### config.mk
export PLATFORM = sky130hd
export DESIGN_NAME = rv_alu1_skid
export DESIGN_NICKNAME = d
export VERILOG_FILES = /design/src/rtl/rv_alu1_skid.sv
export SDC_FILE = /design/constraint.sdc
export NUM_CORES = 1
export LEC_CHECK = 0
export ABC_AREA = 1
export CAP_MARGIN = 40
export CORE_MARGIN = 8
export CORE_UTILIZATION = 30
export DETAILED_ROUTE_END_ITERATION = 12
export GPL_ROUTABILITY_DRIVEN = 0
export SKIP_LAST_GASP = 1
export SLEW_MARGIN = 5
export SYNTH_ARGS = -nofsm -noshare
export SYNTH_HDL_FRONTEND = slang
export SYNTH_SLANG_ARGS = --single-unit
### constraint.sdc
create_clock -name i_clk -period 4.5 [get_ports i_clk]
set_input_delay 0.9 -clock i_clk [delete_from_list [all_inputs] [get_ports i_clk]]
set_output_delay 0.9 -clock i_clk [all_outputs]
set_load 0.01 [all_outputs]
### src/rtl/rv_alu1_skid.sv
`default_nettype none
// ============================================================================
//  Module   : rv_alu1_skid
//  Purpose  : ALU operand stage behind a two-entry head/skid buffer, with
//             operand bypass and jump/branch target generation on the head.
//  Revision : 1.0
// ============================================================================
module rv_alu1_skid #(
   parameter int IADDR_SPACE_BITS = 32,
   parameter int NUM_FWD          = 2,
   parameter int CTRL_W           = 8
) (
   input  logic                          i_clk,
   input  logic                          i_reset_n,
   input  logic                          i_flush,
   input  logic                          i_valid,
   output logic                          o_ready,
   output logic                          o_valid,
   input  logic                          i_ready,
   input  logic [IADDR_SPACE_BITS-1:0]   i_pc,
   input  logic [IADDR_SPACE_BITS-1:0]   i_pc_next,
   input  logic [IADDR_SPACE_BITS-1:0]   i_ret_addr,
   input  logic [4:0]                    i_rs1,
   input  logic [4:0]                    i_rs2,
   input  logic [4:0]                    i_rd,
   input  logic [31:0]                   i_imm_i,
   input  logic [31:0]                   i_imm_j,
   input  logic [CTRL_W-1:0]             i_ctrl,
   input  logic [2:0]                    i_funct3,
   input  logic                          i_op1_pc,
   input  logic                          i_op1_zero,
   input  logic                          i_op2_i,
   input  logic                          i_op2_j,
   input  logic                          i_inst_jal,
   input  logic                          i_inst_jalr,
   input  logic                          i_inst_mret,
   input  logic                          i_inst_branch,
   input  logic                          i_inst_store,
   input  logic                          i_reg_write,
   input  logic                          i_to_trap,
   input  logic                          i_branch_pred,
   input  logic [31:0]                   i_reg1_data,
   input  logic [31:0]                   i_reg2_data,
   input  logic [NUM_FWD-1:0]            i_fwd_valid,
   input  logic [5*NUM_FWD-1:0]          i_fwd_rd,
   input  logic [32*NUM_FWD-1:0]         i_fwd_data,
   output logic [31:0]                   o_op1,
   output logic [31:0]                   o_op2,
   output logic [IADDR_SPACE_BITS-1:0]   o_pc_target,
   output logic [31:0]                   o_reg_data1,
   output logic [31:0]                   o_reg_data2,
   output logic [IADDR_SPACE_BITS-1:0]   o_pc,
   output logic [IADDR_SPACE_BITS-1:0]   o_pc_next,
   output logic [4:0]                    o_rs1,
   output logic [4:0]                    o_rs2,
   output logic [4:0]                    o_rd,
   output logic [CTRL_W-1:0]             o_ctrl,
   output logic [2:0]                    o_funct3,
   output logic                          o_store,
   output logic                          o_reg_write,
   output logic                          o_inst_branch,
   output logic                          o_to_trap,
   output logic                          o_branch_pred,
   output logic                          o_inst_jal_jalr
);

   localparam int A = IADDR_SPACE_BITS;

   localparam logic [1:0] c_h_keep    = 2'd0;
   localparam logic [1:0] c_h_from_in = 2'd1;
   localparam logic [1:0] c_h_from_s  = 2'd2;

   typedef struct packed {
      logic [A-1:0]      pc;
      logic [A-1:0]      pc_next;
      logic [A-1:0]      ret_addr;
      logic [4:0]        rs1;
      logic [4:0]        rs2;
      logic [4:0]        rd;
      logic [31:0]       imm_i;
      logic [31:0]       imm_j;
      logic [CTRL_W-1:0] ctrl;
      logic [2:0]        funct3;
      logic              op1_pc;
      logic              op1_zero;
      logic              op2_i;
      logic              op2_j;
      logic              jal;
      logic              jalr;
      logic              mret;
      logic              branch;
      logic              store;
      logic              reg_write;
      logic              to_trap;
      logic              branch_pred;
   } entry_t;

   entry_t     w_in;
   entry_t     r_h;
   entry_t     r_s;
   logic       r_h_vld;
   logic       r_s_vld;
   logic       r_ready;

   logic       w_xfer_in;
   logic       w_xfer_out;
   logic       w_h_free;
   logic       w_h_vld_nxt;
   logic       w_s_vld_nxt;
   logic       w_s_load;
   logic [1:0] w_h_sel;

   assign w_in = '{
      pc:        i_pc,
      pc_next:   i_pc_next,
      ret_addr:  i_ret_addr,
      rs1:       i_rs1,
      rs2:       i_rs2,
      rd:        i_rd,
      imm_i:     i_imm_i,
      imm_j:     i_imm_j,
      ctrl:      i_ctrl,
      funct3:    i_funct3,
      op1_pc:    i_op1_pc,
      op1_zero:  i_op1_zero,
      op2_i:     i_op2_i,
      op2_j:     i_op2_j,
      jal:       i_inst_jal,
      jalr:      i_inst_jalr,
      mret:      i_inst_mret,
      branch:    i_inst_branch,
      store:     i_inst_store,
      reg_write: i_reg_write,
      to_trap:   i_to_trap,
      branch_pred: i_branch_pred
   };

   assign w_xfer_in  = i_valid & r_ready;
   assign w_xfer_out = r_h_vld & i_ready;
   assign w_h_free   = ~r_h_vld | w_xfer_out;

   // Skid entry is always older than a new arrival, so it refills H first.
   always_comb begin
      w_h_vld_nxt = r_h_vld;
      w_s_vld_nxt = r_s_vld;
      w_h_sel     = c_h_keep;
      w_s_load    = 1'b0;
      if (w_h_free) begin
         if (r_s_vld) begin
            w_h_sel     = c_h_from_s;
            w_h_vld_nxt = 1'b1;
            w_s_load    = w_xfer_in;
            w_s_vld_nxt = w_xfer_in;
         end else begin
            w_h_sel     = w_xfer_in ? c_h_from_in : c_h_keep;
            w_h_vld_nxt = w_xfer_in;
         end
      end else if (w_xfer_in) begin
         w_s_load    = 1'b1;
         w_s_vld_nxt = 1'b1;
      end
      if (i_flush) begin
         w_h_vld_nxt = 1'b0;
         w_s_vld_nxt = 1'b0;
         w_h_sel     = c_h_keep;
         w_s_load    = 1'b0;
      end
   end

   always_ff @(posedge i_clk or negedge i_reset_n) begin
      if (!i_reset_n) begin
         r_h     <= '0;
         r_s     <= '0;
         r_h_vld <= 1'b0;
         r_s_vld <= 1'b0;
         r_ready <= 1'b1;
      end else begin
         r_h_vld <= w_h_vld_nxt;
         r_s_vld <= w_s_vld_nxt;
         r_ready <= ~w_s_vld_nxt;
         if (w_h_sel == c_h_from_in) begin
            r_h <= w_in;
         end else if (w_h_sel == c_h_from_s) begin
            r_h <= r_s;
         end
         if (w_s_load) begin
            r_s <= w_in;
         end
      end
   end

   // Bypass network: evaluated on the head every cycle.
   logic [4:0]  w_fwd_rd   [NUM_FWD];
   logic [31:0] w_fwd_data [NUM_FWD];

   for (genvar k = 0; k < NUM_FWD; k++) begin : g_fwd
      assign w_fwd_rd[k]   = i_fwd_rd[5*k +: 5];
      assign w_fwd_data[k] = i_fwd_data[32*k +: 32];
   end

   logic [31:0] w_rs1_val;
   logic [31:0] w_rs2_val;

   // Walk channels high to low so the lowest matching index wins.
   always_comb begin
      w_rs1_val = i_reg1_data;
      w_rs2_val = i_reg2_data;
      for (int k = NUM_FWD - 1; k >= 0; k--) begin
         if (i_fwd_valid[k] && (w_fwd_rd[k] == r_h.rs1) && (r_h.rs1 != 5'd0)) begin
            w_rs1_val = w_fwd_data[k];
         end
         if (i_fwd_valid[k] && (w_fwd_rd[k] == r_h.rs2) && (r_h.rs2 != 5'd0)) begin
            w_rs2_val = w_fwd_data[k];
         end
      end
   end

   logic [A-1:0] w_jalr_sum;
   logic [A-1:0] w_rel_sum;

   assign w_jalr_sum = w_rs1_val[A-1:0] + r_h.imm_i[A-1:0];
   assign w_rel_sum  = r_h.pc + r_h.imm_j[A-1:0];

   always_comb begin
      if (r_h.mret) begin
         o_pc_target = r_h.ret_addr;
      end else if (r_h.jalr) begin
         o_pc_target = {w_jalr_sum[A-1:1], 1'b0};
      end else begin
         o_pc_target = w_rel_sum;
      end
   end

   always_comb begin
      if (r_h.op1_pc) begin
         o_op1 = 32'(r_h.pc);
      end else if (r_h.op1_zero) begin
         o_op1 = 32'd0;
      end else begin
         o_op1 = w_rs1_val;
      end
      if (r_h.op2_i) begin
         o_op2 = r_h.imm_i;
      end else if (r_h.op2_j) begin
         o_op2 = r_h.imm_j;
      end else begin
         o_op2 = w_rs2_val;
      end
   end

   assign o_ready     = r_ready;
   assign o_valid     = r_h_vld;
   assign o_reg_data1 = w_rs1_val;
   assign o_reg_data2 = w_rs2_val;
   assign o_pc        = r_h.pc;
   assign o_pc_next   = r_h.pc_next;
   assign o_rs1       = r_h.rs1;
   assign o_rs2       = r_h.rs2;
   assign o_ctrl      = r_h.ctrl;
   assign o_funct3    = r_h.funct3;

   // Flags and rd are qualified so a stale head cannot cause side effects.
   assign o_rd            = r_h_vld ? r_h.rd : 5'd0;
   assign o_store         = r_h_vld & r_h.store;
   assign o_reg_write     = r_h_vld & r_h.reg_write;
   assign o_inst_branch   = r_h_vld & r_h.branch;
   assign o_to_trap       = r_h_vld & r_h.to_trap;
   assign o_branch_pred   = r_h_vld & r_h.branch_pred;
   assign o_inst_jal_jalr = r_h_vld & (r_h.jal | r_h.jalr | r_h.mret);

endmodule
`default_nettype wire

==> flow_metrics.py <==
metrics = {
    "power": {
        "power_density_mw_per_mm2": 526,
        "p_leak_nw": 17.4,
        "fin_total_pwr_mw": 20.0,
        "peakVddDrop_v": 0.000335,
    },
    "setup_path": {
        "cp.depth": 28,
        "crit_top_cell": "nand2_2",
        "critPathKind": "reg2out",
        "cpPeakStageDelay_ns": 0.39,
        "critPathMaxFanout": 14,
        "reg2reg_slack_ns": 1.67,
        "crit_required_ns": 3.60,
        "end_kind": "primary output",
        "rr_startpoint": "o_valid",
        "critPathTopFamily": "compound AO/OA/AOI/OAI gates",
        "slowest_stage": "dfrtp_1",
        "r2r_cells": 10,
        "cp-start-kind": "flip-flop",
        "r2r-end": "r_h[59]",
        "cp_num_buf_inv": 7,
        "cp.arrival_ns": 4.46,
    },
    "final_layout": {
        "stdcell_area_mm2": 0.0380,
        "final_cell_mix": "nand2_1, clkdlybuf4s50_1, inv_1, o21ai_0, dfrtp_1",
        "nets": 4523,
        "utilization_pct": 47.2,
        "drive_gt1_share_pct": 24.0,
        "final_common_cell": "nand2_1",
        "area_growth_pct": 56.1,
        "nFillCells": 7607,
    },
    "die": {
        "ios": 601,
        "die_area_mm2": 0.0905,
        "die_h_um": 301,
        "rows": 104,
        "initial_utilization_pct": 30.3,
        "die_x_um": 301,
        "core_mm2": 0.0804,
    },
    "yosys": {
        "ys_warn_count": 0,
        "synth_edf_count": 0,
        "synth.avg_cell_area_um2": 7.39,
        "ys_seq_area_share_pct": 41.0,
        "syn_nets": 3698,
        "async_flop_share_pct": 100,
        "synth_cell_types": 51,
        "ys_ff_latch": 399,
        "netlist_area_mm2": 0.0243,
        "ys.flop_type": "dfrtp_1",
        "syn_inst": 3291,
    },
    "flow_run": {
        "cap_violations": 0,
    },
    "detailed_routing": {
        "wl_per_cell_um": 23.1,
        "wl_met3_um": 13000,
        "route.met2.wl_um": 56000,
        "drtIter0Drc": 2426,
        "top_layer_used": "met5",
        "routed_via_density": 5.13,
        "antenna_left": 0,
        "wl_met1_um": 43600,
        "vias": 26900,
        "dr.pass1.iters": 8,
        "wl_um": 121000,
        "drc": 0,
    },
    "global_routing": {
        "grt_remaining_overflow": 0,
        "grt_max_degree": 95,
        "antenna_found_initial": 48,
        "grt_pass1_vias": 25900,
        "grt_usage_pct": 25.2,
        "grt_pass1_wl_um": 172000,
    },
    "clock_network": {
        "cts_buffer_depth": 3,
        "clock_latency_ns": 0.61,
        "cts_tree": "built",
        "htreeDepth": 2,
        "cts-root-buf": "clkbuf_16",
        "cts_buffers": 48,
        "clkSlewWorstSetupHoldPaths_ns": 0.06,
        "postCtsHoldBufs": 0,
        "cts.sinks": 399,
    },
    "timing": {
        "clock_skew_ns": 0.0198,
        "worst_slew_pin_slew_ns": 0.962,
        "period_share_pct": 119,
        "finalSetupViolCount": 30,
        "min_period_ns": 5.36,
        "hold_ws_ns": 0.370,
        "max_slew_margin_pct": 35.8,
        "fin_ws_ns": -0.861,
        "rsz0062_at_grt": "true",
        "slew_violations": 0,
        "fmax_mhz": 187,
        "finalHoldViolCount": 0,
    },
    "placed_design": {
        "post-dp-hpwl_um": 90200,
        "detailed_place.area_mm2": 0.0330,
        "io_buffer_count": 600,
    },
    "min_path": {
        "hp-class": "in2async",
    },
    "status": {
        "outcome": "complete, but fails checks",
        "failed_checks": "negative setup slack",
    },
}
## stage by stage
step	cells	setup slack, ns	setup TNS (ns)
floorplan	3291	0.000144	0
global placement	4986	-1.60	-37.65
detailed placement	4987	-1.68	-38.03
CTS	5200	-0.722	-16.89
global route	5228	-1.03	-22.08
finish	5240	-0.861	-17.89
## cell usage after synthesis, types with 19 or more instances
library cell,count,share of area (%)
dfrtp_1,398,41
nor2_2,31,0.80
nor2_1,147,2.3
o21a_1,41,1.3
ha_1,62,3.2
nand2_1,728,11
clkbuf_1,153,2.4
o21ai_1,70,1.4
o21ai_0,470,9.7
a21oi_1,217,4.5
nand3_1,72,1.5
o211ai_1,133,4.1
inv_1,453,7.0
buf_1,19,0.29
buf_4,85,2.6
o22ai_1,32,0.82
a31oi_2,31,1.6
## sequential cells by signal, indices dropped and copies added, names as in the netlist
name / cells
o_ctrl: 8
o_rs1: 5
o_ready: 1
o_pc: 32
o_valid: 1
r_s_vld: 1
r_s: 198
o_rs2: 5
o_pc_next: 32
r_h: 113
o_funct3: 3
## worst max-delay path by stage
| stage | from | endpoint | slack [ns] |
|---|---|---|---|
| after global routing | o_rs1[1] | o_pc_target[30] | -1.03 |
| after CTS | i_fwd_valid[1] | o_pc_target[30] | -0.72 |
| after detailed placement | i_fwd_rd[8] | o_pc_target[26] | -1.68 |
| after floorplan | i_fwd_valid[1] | o_pc_target[24] | 0.0001 |
| after global placement | i_fwd_rd[8] | o_pc_target[26] | -1.60 |
| final | o_rs1[4] | o_pc_target[30] | -0.86 |
## area by class of cell
cell class	count	area, um^2	share of cell area (%)
Clock buffer	66	1390	3.66
Antenna cell	24	60.1	0.158
Sequential cell	399	9990	26.3
Multi-Input combinational cell	2155	13100	34.4
Timing Repair Buffer	1050	10100	26.7
Tap cell	1060	1330	3.49
Clock inverter	24	251	0.662
Inverter	462	1750	4.61
## repair_timing
item	4_1_cts	5_1_grt
gates cloned	8	0
pin swaps	92	114
setup buffers	118	47
gates resized for setup	495	194
endpoints found under the setup margin	64	41
## power breakdown
| part | switching, mW | internal, mW | leakage, nW |
|---|---|---|---|
| combinational | 5.87 | 4.70 | 11.8 |
| clock | 1.72 | 2.36 | 0.811 |
| sequential | 0.723 | 4.59 | 4.82 |
| total | 8.31 | 11.6 | 17.4 |
## metal layers
| metal | vias to the layer above | global-route usage, % |
|---|---|---|
| met1 | 12600 | 29.0 |
| li1 | 12400 | - |
| met5 | - | 0 |
| met2 | 1405 | 41.2 |
| met4 | 46 | 13.4 |
| met3 | 433 | 8.32 |
## cell families (layout without fill, tap and decap cells)
logic type | after synthesis | after routing | synth area share [%]
fa+ha+maj | 64 | 64 | 3.35
other cells | 0 | 24 | 0
flops | 399 | 399 | 41.0
buf+inv | 737 | 1602 | 13.0
compound gates | 1046 | 1046 | 25.0
xor+xnor | 16 | 16 | 0.576
simple gates | 1029 | 1029 | 17.0
## worst reg2reg max path, stage by stage (launching register included)
cell and delay [ns]:
dfrtp_1 0.59, inv_1 0.18, nor2_1 0.08, nor2_1 0.12, inv_1 0.09, nor3_1 0.27
ha_4 0.58, buf_12 0.30, nand2_1 0.10, o211ai_1 0.20, o21ai_0 0.18
(Power assumes the default switching activity.)
